$ cat config.mk
export PLATFORM = sky130hd
export DESIGN_NAME = mpsoc_spram_arbiter
export DESIGN_NICKNAME = d
export VERILOG_FILES = /design/src/rtl/mpsoc_spram_arbiter.sv
export SDC_FILE = /design/constraint.sdc
export NUM_CORES = 1
export LEC_CHECK = 0
export BUFFER_PORTS_ARGS = -buffer_cell sky130_fd_sc_hd__buf_4
export CORE_AREA = 10 10 315 317
export DETAILED_ROUTE_END_ITERATION = 10
export DIE_AREA = 0 0 325 327
export GPL_ROUTABILITY_DRIVEN = 0
export PLACE_DENSITY_LB_ADDON = 0.15
export SETUP_SLACK_MARGIN = 0.3
export SLEW_MARGIN = 20
export SYNTH_ARGS = -nofsm -noshare
export SYNTH_HDL_FRONTEND = slang
export SYNTH_SLANG_ARGS = --single-unit
$ cat constraint.sdc
create_clock -name clk_i -period 6 [get_ports clk_i]
set_clock_uncertainty 0.2 [all_clocks]
set_input_delay 1.2 -clock clk_i [delete_from_list [all_inputs] [get_ports clk_i]]
set_output_delay 1.2 -clock clk_i [all_outputs]
set_load 0.02 [all_outputs]
$ cat src/rtl/mpsoc_spram_arbiter.sv
// Round-robin arbiter sharing one single-port SRAM among several requesters.
// Optional per-port lock keeps ownership across back-to-back bursts.
module mpsoc_spram_arbiter #(
  parameter int NUM_PORTS  = 4,
  parameter int ADDR_WIDTH = 64,
  parameter int DATA_WIDTH = 64,
  localparam int BE_WIDTH  = DATA_WIDTH / 8,
  localparam int PTR_WIDTH = $clog2(NUM_PORTS)
) (
  input  logic                             clk_i,
  input  logic                             rst_ni,
  input  logic [NUM_PORTS-1:0]             req_i,
  input  logic [NUM_PORTS-1:0]             we_i,
  input  logic [NUM_PORTS-1:0]             lock_i,
  input  logic [NUM_PORTS*ADDR_WIDTH-1:0]  addr_i,
  input  logic [NUM_PORTS*BE_WIDTH-1:0]    be_i,
  input  logic [NUM_PORTS*DATA_WIDTH-1:0]  wdata_i,
  output logic [NUM_PORTS-1:0]             gnt_o,
  output logic [NUM_PORTS-1:0]             rvalid_o,
  output logic [DATA_WIDTH-1:0]            rdata_o,
  output logic                             mem_req_o,
  output logic                             mem_we_o,
  output logic [ADDR_WIDTH-1:0]            mem_addr_o,
  output logic [BE_WIDTH-1:0]              mem_be_o,
  output logic [DATA_WIDTH-1:0]            mem_wdata_o,
  input  logic [DATA_WIDTH-1:0]            mem_rdata_i
);

  logic [PTR_WIDTH-1:0] ptr_q, ptr_d;
  logic [PTR_WIDTH-1:0] owner_q, owner_d;
  logic                 owner_vld_q, owner_vld_d;
  logic [NUM_PORTS-1:0] rvalid_q, rvalid_d;
  logic [PTR_WIDTH-1:0] sel;
  logic [PTR_WIDTH-1:0] kp;
  logic                 sel_vld;
  int                   k;

  // Locked owner wins; otherwise scan from ptr_q with modulo wrap
  always_comb begin
    sel     = owner_q;
    sel_vld = 1'b0;
    k       = 0;
    kp      = '0;
    if (owner_vld_q && req_i[owner_q]) begin
      sel_vld = 1'b1;
    end else begin
      for (int i = 0; i < NUM_PORTS; i++) begin
        k = int'(ptr_q) + i;
        if (k >= NUM_PORTS) k = k - NUM_PORTS;
        kp = PTR_WIDTH'(k);
        if (!sel_vld && req_i[kp]) begin
          sel     = kp;
          sel_vld = 1'b1;
        end
      end
    end
  end

  always_comb begin
    gnt_o       = '0;
    mem_req_o   = 1'b0;
    mem_we_o    = 1'b0;
    mem_addr_o  = '0;
    mem_be_o    = '0;
    mem_wdata_o = '0;
    if (sel_vld) begin
      gnt_o       = NUM_PORTS'(1) << sel;
      mem_req_o   = 1'b1;
      mem_we_o    = we_i[sel];
      mem_addr_o  = addr_i[int'(sel)*ADDR_WIDTH +: ADDR_WIDTH];
      mem_be_o    = be_i[int'(sel)*BE_WIDTH +: BE_WIDTH];
      mem_wdata_o = wdata_i[int'(sel)*DATA_WIDTH +: DATA_WIDTH];
    end
  end

  always_comb begin
    ptr_d       = ptr_q;
    owner_d     = owner_q;
    owner_vld_d = owner_vld_q & req_i[owner_q];
    if (sel_vld) begin
      if (lock_i[sel]) begin
        owner_d     = sel;
        owner_vld_d = 1'b1;
      end else begin
        owner_vld_d = 1'b0;
        if (int'(sel) == NUM_PORTS - 1) ptr_d = '0;
        else ptr_d = sel + 1'b1;
      end
    end
    rvalid_d = gnt_o & ~{NUM_PORTS{mem_we_o}};
  end

  always_ff @(posedge clk_i or negedge rst_ni) begin
    if (!rst_ni) begin
      ptr_q       <= '0;
      owner_q     <= '0;
      owner_vld_q <= 1'b0;
      rvalid_q    <= '0;
    end else begin
      ptr_q       <= ptr_d;
      owner_q     <= owner_d;
      owner_vld_q <= owner_vld_d;
      rvalid_q    <= rvalid_d;
    end
  end

  assign rvalid_o = rvalid_q;
  assign rdata_o  = mem_rdata_i;

endmodule

==> flow_summary.toml, run 1 <==
[synthesis]
postSynthNetCount = 1081
syn_inst = 455
netlist.area_leader.share = 0.577
synth_top_area_cell = "mux4_2"
ys_warn_count = 0
synth_area_leaders = "mux4_2 58%, and2_1 17%, buf_4 10%, dfrtp_1 4.2%, buf_2 1.6%"
ys_ff_latch = 9
yosysUniqueCellTypes = 30
yosysSeqAreaShare = 0.0424
synth_area_um2 = 5310
synth_area_per_cell_um2 = 11.7

[grt]
grt_pass1_wl_mm = 81.2
met1_usage = 0.131
grt.busiest_layer = "met2"
grt_usage = 0.111
grtUsageMet3 = 0.0472
grt_pass1_vias = 7992
grt_max_degree = 145
overflow = 0
antenna_found_initial = 30
grtUsageMet2 = 0.192

[die]
coreArea_um2 = 92800
top_level_ports = 832
die_h_um = 327
dieArea_um2 = 106000
die_x_um = 325
rows = 112
initial_core_util = 0.0572

[pwr]
switching_power_w = 0.00316
p_leak_nw = 5.04
intPower_w = 0.00309
pwr-share-seq = 0.019
switching_share = 0.506
power_density_nw_per_um2 = 533
p_clk_frac = 0.019
vdd_drop_max_mv = 0.438
finalPower_w = 0.00626
combPwrFrac = 0.962

[placement]
io_buffers = 703
dp_worst_setup_slack_ns = 0.515
hpwl_mm = 56.9

[finish]
nNetsFinal = 1695
fin_util = 0.127
area_delta_synth_final_pct = 121
layout_commonest_cell = "buf_4"
final_cell_mix = "716 x buf_4, 141 x and2_1, 136 x mux4_2, 9 x dfrtp_1, 8 x mux2i_1"
final_layout_size_suffix_gt1_frac = 0.814
nFillCells = 10788

[timing]
fin_crit_ns = 5.36
setup_ws_ns = 0.635
report.final.slew_viol_count = 0
timing.final.crit_share = 0.894
max-slew-margin-rel = 0.290
setup_viol = 0
setup_tns_ns = 0
hold_viol_final = 0
rsz0062_at_grt = "false"
fmaxAchievable_ghz = 0.186
tightestPinTransition_ns = 1.07

[worst_setup_path]
slowest_delay_ns = 0.70
critPathLaunchType = "input port"
endpoint_kind = "output port"
critPathSlowestCell = "a2111oi_0"
critPathRequiredTime_ns = 4.60
path_max_fanout = 144
path_cells = "buf_4 -> and2_1 -> a32o_1 -> a2111oi_0 -> o22ai_4 -> buf_12 -> mux4_2 -> and2_1 -> buf_4"
crit_type = "in2out"
crit_arrival_ns = 3.96

[route]
viasPerCell = 2.99
first_iter_violations = 219
vias = 6959
first_pass_iters = 4
drc = 0
totalWireLength_mm = 62.7
routedWlPerCell_um = 26.9
antenna_left = 0

[clocking]
root_buffer = "clkbuf_16"
cts.path.max_buffers = 2
postCtsSetupBuffers = 0
cts.sinks = 9
cts-buffers-inserted = 3
insertion_delay_ns = 0.23
tritoncts = "done"
htreeDepth = 1
cts_hold_buffers = 0
ctsResizeCount = 0
clk_pin_slew_ns = 0.04

[hold_path]
worstHoldPathType = "reg2reg"

[job]
maxCapViolCount = 0

[outcome]
outcome = "finished clean"
==> kinds of logic after synthesis <==
kind of cell,after synthesis,synth area share
adders and majority gates,4,0.00943
and+or+nand+nor,159,0.185
DFF,9,0.0424
AOI/OAI and AO/OA,20,0.0262
muxes,148,0.601
buffers and inverters,115,0.137
==> per-layer routing <==
layer / vias up / part of all wire
li1: 2954 / -
met1: 3413 / 0.40
met2: 500 / 0.48
met3: 78 / 0.10
met4: 14 / 0.010
met5: - / 0.0015
==> synth_stat cells <==
| cell type | number |
|---|---|
| a2111oi_0 | 1 |
| a21boi_0 | 1 |
| a21oi_1 | 4 |
| a221oi_1 | 1 |
| a2bb2oi_2 | 1 |
| a31o_2 | 1 |
| a32o_1 | 1 |
| and2_1 | 141 |
| buf_2 | 17 |
| buf_4 | 71 |
| buf_6 | 1 |
| clkbuf_1 | 21 |
| dfrtp_1 | 9 |
| ha_1 | 4 |
| inv_1 | 4 |
| inv_2 | 1 |
| mux2_2 | 4 |
| mux2i_1 | 8 |
| mux4_2 | 136 |
| nand2_1 | 1 |
| nand2b_1 | 3 |
| nor2_1 | 7 |
| nor2b_1 | 4 |
| nor3_1 | 1 |
| nor3b_2 | 1 |
| nor4_1 | 1 |
| o211a_1 | 1 |
| o21ai_0 | 7 |
| o22a_1 | 1 |
| o22ai_1 | 1 |
==> power by group through the flow <==
stage                     combinational, W  clock, W  sequential (W)
after CTS                          0.00623  0.000124        0.000121
after detailed placement           0.00619         0        0.000121
after global placement             0.00621         0        0.000121
after global routing               0.00646  0.000126        0.000126
after floorplan                    0.00361         0        0.000123
final                              0.00602  0.000120        0.000120
==> cell type report <==
cell class | count | area, um^2 | share of cell area
multi-input cells | 331 | 4380 | 0.373
diodes | 9 | 22.5 | 0.00192
flip-flops and latches | 9 | 225 | 0.0192
repair buffers | 719 | 5440 | 0.463
inverters | 5 | 28.8 | 0.00245
well taps | 1254 | 1570 | 0.134
clock buffers | 4 | 78.8 | 0.00672
==> stage by stage <==
| stage | instances | hold WS [ns] | cell area, um^2 |
|---|---|---|---|
| finish | 2331 | 0.456 | 11700 |
| global route | 2322 | 0.522 | 11700 |
| CTS | 2322 | 0.460 | 11700 |
| detailed placement | 2318 | 0.444 | 11600 |
| global placement | 2318 | 0.437 | 11600 |
| floorplan | 455 | 0.351 | 5310 |
==> flip-flops by register name, summed over array words and instances (netlist names) <==
signal / count
owner_q: 2
ptr_q: 2
owner_vld_q: 1
rvalid_o: 4
==> worst paths after layout <==
path	start	endpoint	slack, ns	cells past startpoint
max reg2reg	owner_q[0]	ptr_q[1]	2.73	10
max	req_i[3]	mem_be_o[5]	0.64	9
min	owner_q[1]	owner_q[1]	0.46	2
min reg2reg	owner_q[1]	owner_q[1]	0.46	2
min in group asynchronous	rst_ni	rvalid_o[1]	0.59	1
max in group asynchronous	rst_ni	ptr_q[0]	4.87	1
==> critical path: cells and delay by family <==
kind | cells | cell delay (ns)
AO/OA/AOI/OAI | 3 | 1.04
AND/OR/NAND/NOR | 2 | 0.35
multiplexers | 1 | 0.52
buffers and inverters | 3 | 0.60
Note: power is estimated with default switching activity, not from simulation.
==> run 2, diff against run 1 <==
--- a/config.mk
+++ b/config.mk
@@ -6,12 +6,13 @@
 export NUM_CORES = 1
 export LEC_CHECK = 0
 export BUFFER_PORTS_ARGS = -buffer_cell sky130_fd_sc_hd__buf_4
-export CORE_AREA = 10 10 315 317
+export CORE_AREA = 5 5 319 321
 export DETAILED_ROUTE_END_ITERATION = 10
-export DIE_AREA = 0 0 325 327
+export DIE_AREA = 0 0 324 326
 export GPL_ROUTABILITY_DRIVEN = 0
 export PLACE_DENSITY_LB_ADDON = 0.15
 export SETUP_SLACK_MARGIN = 0.3
+export SKIP_LAST_GASP = 1
 export SLEW_MARGIN = 20
 export SYNTH_ARGS = -nofsm -noshare
 export SYNTH_HDL_FRONTEND = slang
==> flow_summary.toml, run 2 (synthesis results as in run 1) <==
[worst_setup_path]
crit_top_cell = "buf_4"
critPathLaunchType = "input port"
crit_start = "req_i[3]"
crit_arrival_ns = 3.95
r2r_start = "ptr_q[1]"
path_max_fanout = 49
path_cells = "buf_4 -> mux2i_1 -> nor2_1 -> nor3_1 -> a2bb2oi_2 -> inv_8 -> buf_12 -> mux4_2 -> and2_1 -> buf_4"
crit_type = "in2out"
r2r_setup_slack_ns = 2.80
worst-path-buf-inv = 4
endpoint_kind = "output port"
path_depth = 10
endpoint = "mem_be_o[5]"
reg2reg_depth = 8
cp_top_family = "multiplexers"
critPathRequiredTime_ns = 4.60
r2r-end = "ptr_q[1]"
critPathSlowestCell = "mux4_2"
slowest_delay_ns = 0.56

[clocking]
insertion_delay_ns = 0.23
tritoncts = "done"
clk_pin_slew_ns = 0.04
cts_hold_buffers = 0
ctsResizeCount = 0
cts-buffers-inserted = 3
root_buffer = "clkbuf_16"
postCtsSetupBuffers = 0
htreeDepth = 1
cts.path.max_buffers = 2
cts.sinks = 9

[grt]
antenna_found_initial = 21
overflow = 0
grt_pass1_vias = 7807
grt_pass1_wl_mm = 75.5
grt_usage = 0.105
grt_max_degree = 75

[placement]
dpl_cell_area_um2 = 11700
io_buffers = 703
place_inst = 2356
hpwl_mm = 54.5

[route]
antenna_left = 0
first_pass_iters = 5
first_iter_violations = 322
drc = 0
viasPerCell = 2.92
routedWlPerCell_um = 25.4
vias = 6916
totalWireLength_mm = 60.1

[timing]
fmaxAchievable_ghz = 0.187
tightestPinTransition_ns = 0.868
hold_viol_final = 0
fin_crit_ns = 5.35
hold_slack_ns = 0.476
report.final.slew_viol_count = 0
rsz0062_at_grt = "false"
setup_tns_ns = 0
timing.final.crit_share = 0.892
setup_viol = 0
max-slew-margin-rel = 0.407

[finish]
nNetsFinal = 1689
final_cell_mix = "708 x buf_4, 141 x and2_1, 136 x mux4_2, 9 x dfrtp_1, 8 x mux2i_1"
nFillCells = 11418
layout_commonest_cell = "buf_4"
final_area_um2 = 11800
stdcell_count = 2368
area_delta_synth_final_pct = 122
final_layout_size_suffix_gt1_frac = 0.813
largest_reg_flops = 4

[die]
dieArea_um2 = 106000
rows = 116
coreArea_um2 = 99000
die_h_um = 326
die_x_um = 324
initial_core_util = 0.0536
top_level_ports = 832

[pwr]
vdd_drop_max_mv = 0.267
intPower_w = 0.00305
switching_share = 0.512
p_leak_nw = 5.03
switching_power_w = 0.00320
pwr-share-seq = 0.020
power_density_nw_per_um2 = 531
p_clk_frac = 0.019
combPwrFrac = 0.961

[outcome]
outcome = "finished clean"

[job]
maxCapViolCount = 0

[hold_path]
worstHoldPathType = "reg2reg"
[run 2: per-stage QoR]
stage	total power [W]	worst slack, ns	utilization
6_report	0.00625	0.648	0.119
5_1_grt	0.00670	0.560	0.119
4_1_cts	0.00647	0.655	0.119
3_5_place_dp	0.00630	0.679	0.118
3_3_place_gp	0.00633	0.702	0.118
2_1_floorplan	0.00373	1.47	-
[run 2: worst min-delay path, cell delays in order, from the launching register on]
cell and delay [ns]:
dfrtp_1 0.45, o21ai_0 0.10, o21ai_0 0.08
[run 2: worst min-delay path by stage]
stage | to | slack (ns) | from | depth (start not counted)
floorplan | ptr_q[0] | 0.35 | ptr_q[0] | 2
global placement | ptr_q[0] | 0.46 | ptr_q[0] | 2
detailed placement | ptr_q[0] | 0.46 | ptr_q[0] | 2
CTS | ptr_q[0] | 0.47 | ptr_q[0] | 2
global route | owner_q[0] | 0.52 | owner_q[0] | 2
finish | ptr_q[0] | 0.48 | ptr_q[0] | 2
[run 2: area by class of cell]
type	instances	area [um^2]	share of cell area
diodes	8	20.0	0.00170
clock buffers	4	78.8	0.00670
inverters	5	28.8	0.00245
multi-input cells	331	4380	0.372
flip-flops and latches	9	225	0.0191
well taps	1298	1620	0.138
repair buffers	713	5420	0.460
[run 2: power by group through the flow]
stage	Sequential, W	Clock (W)	Combinational (W)
3_3_place_gp	0.000122	0	0.00621
6_report	0.000123	0.000121	0.00601
4_1_cts	0.000122	0.000123	0.00623
3_5_place_dp	0.000123	0	0.00618
5_1_grt	0.000126	0.000128	0.00644
2_1_floorplan	0.000123	0	0.00361
[run 2: metal layers]
metal,up-vias,track usage,share of wire
li1,2935,-,-
met1,3428,0.130,0.40
met2,479,0.186,0.49
met3,64,0.0310,0.094
met4,10,0.0128,0.015
met5,-,0,0.00096
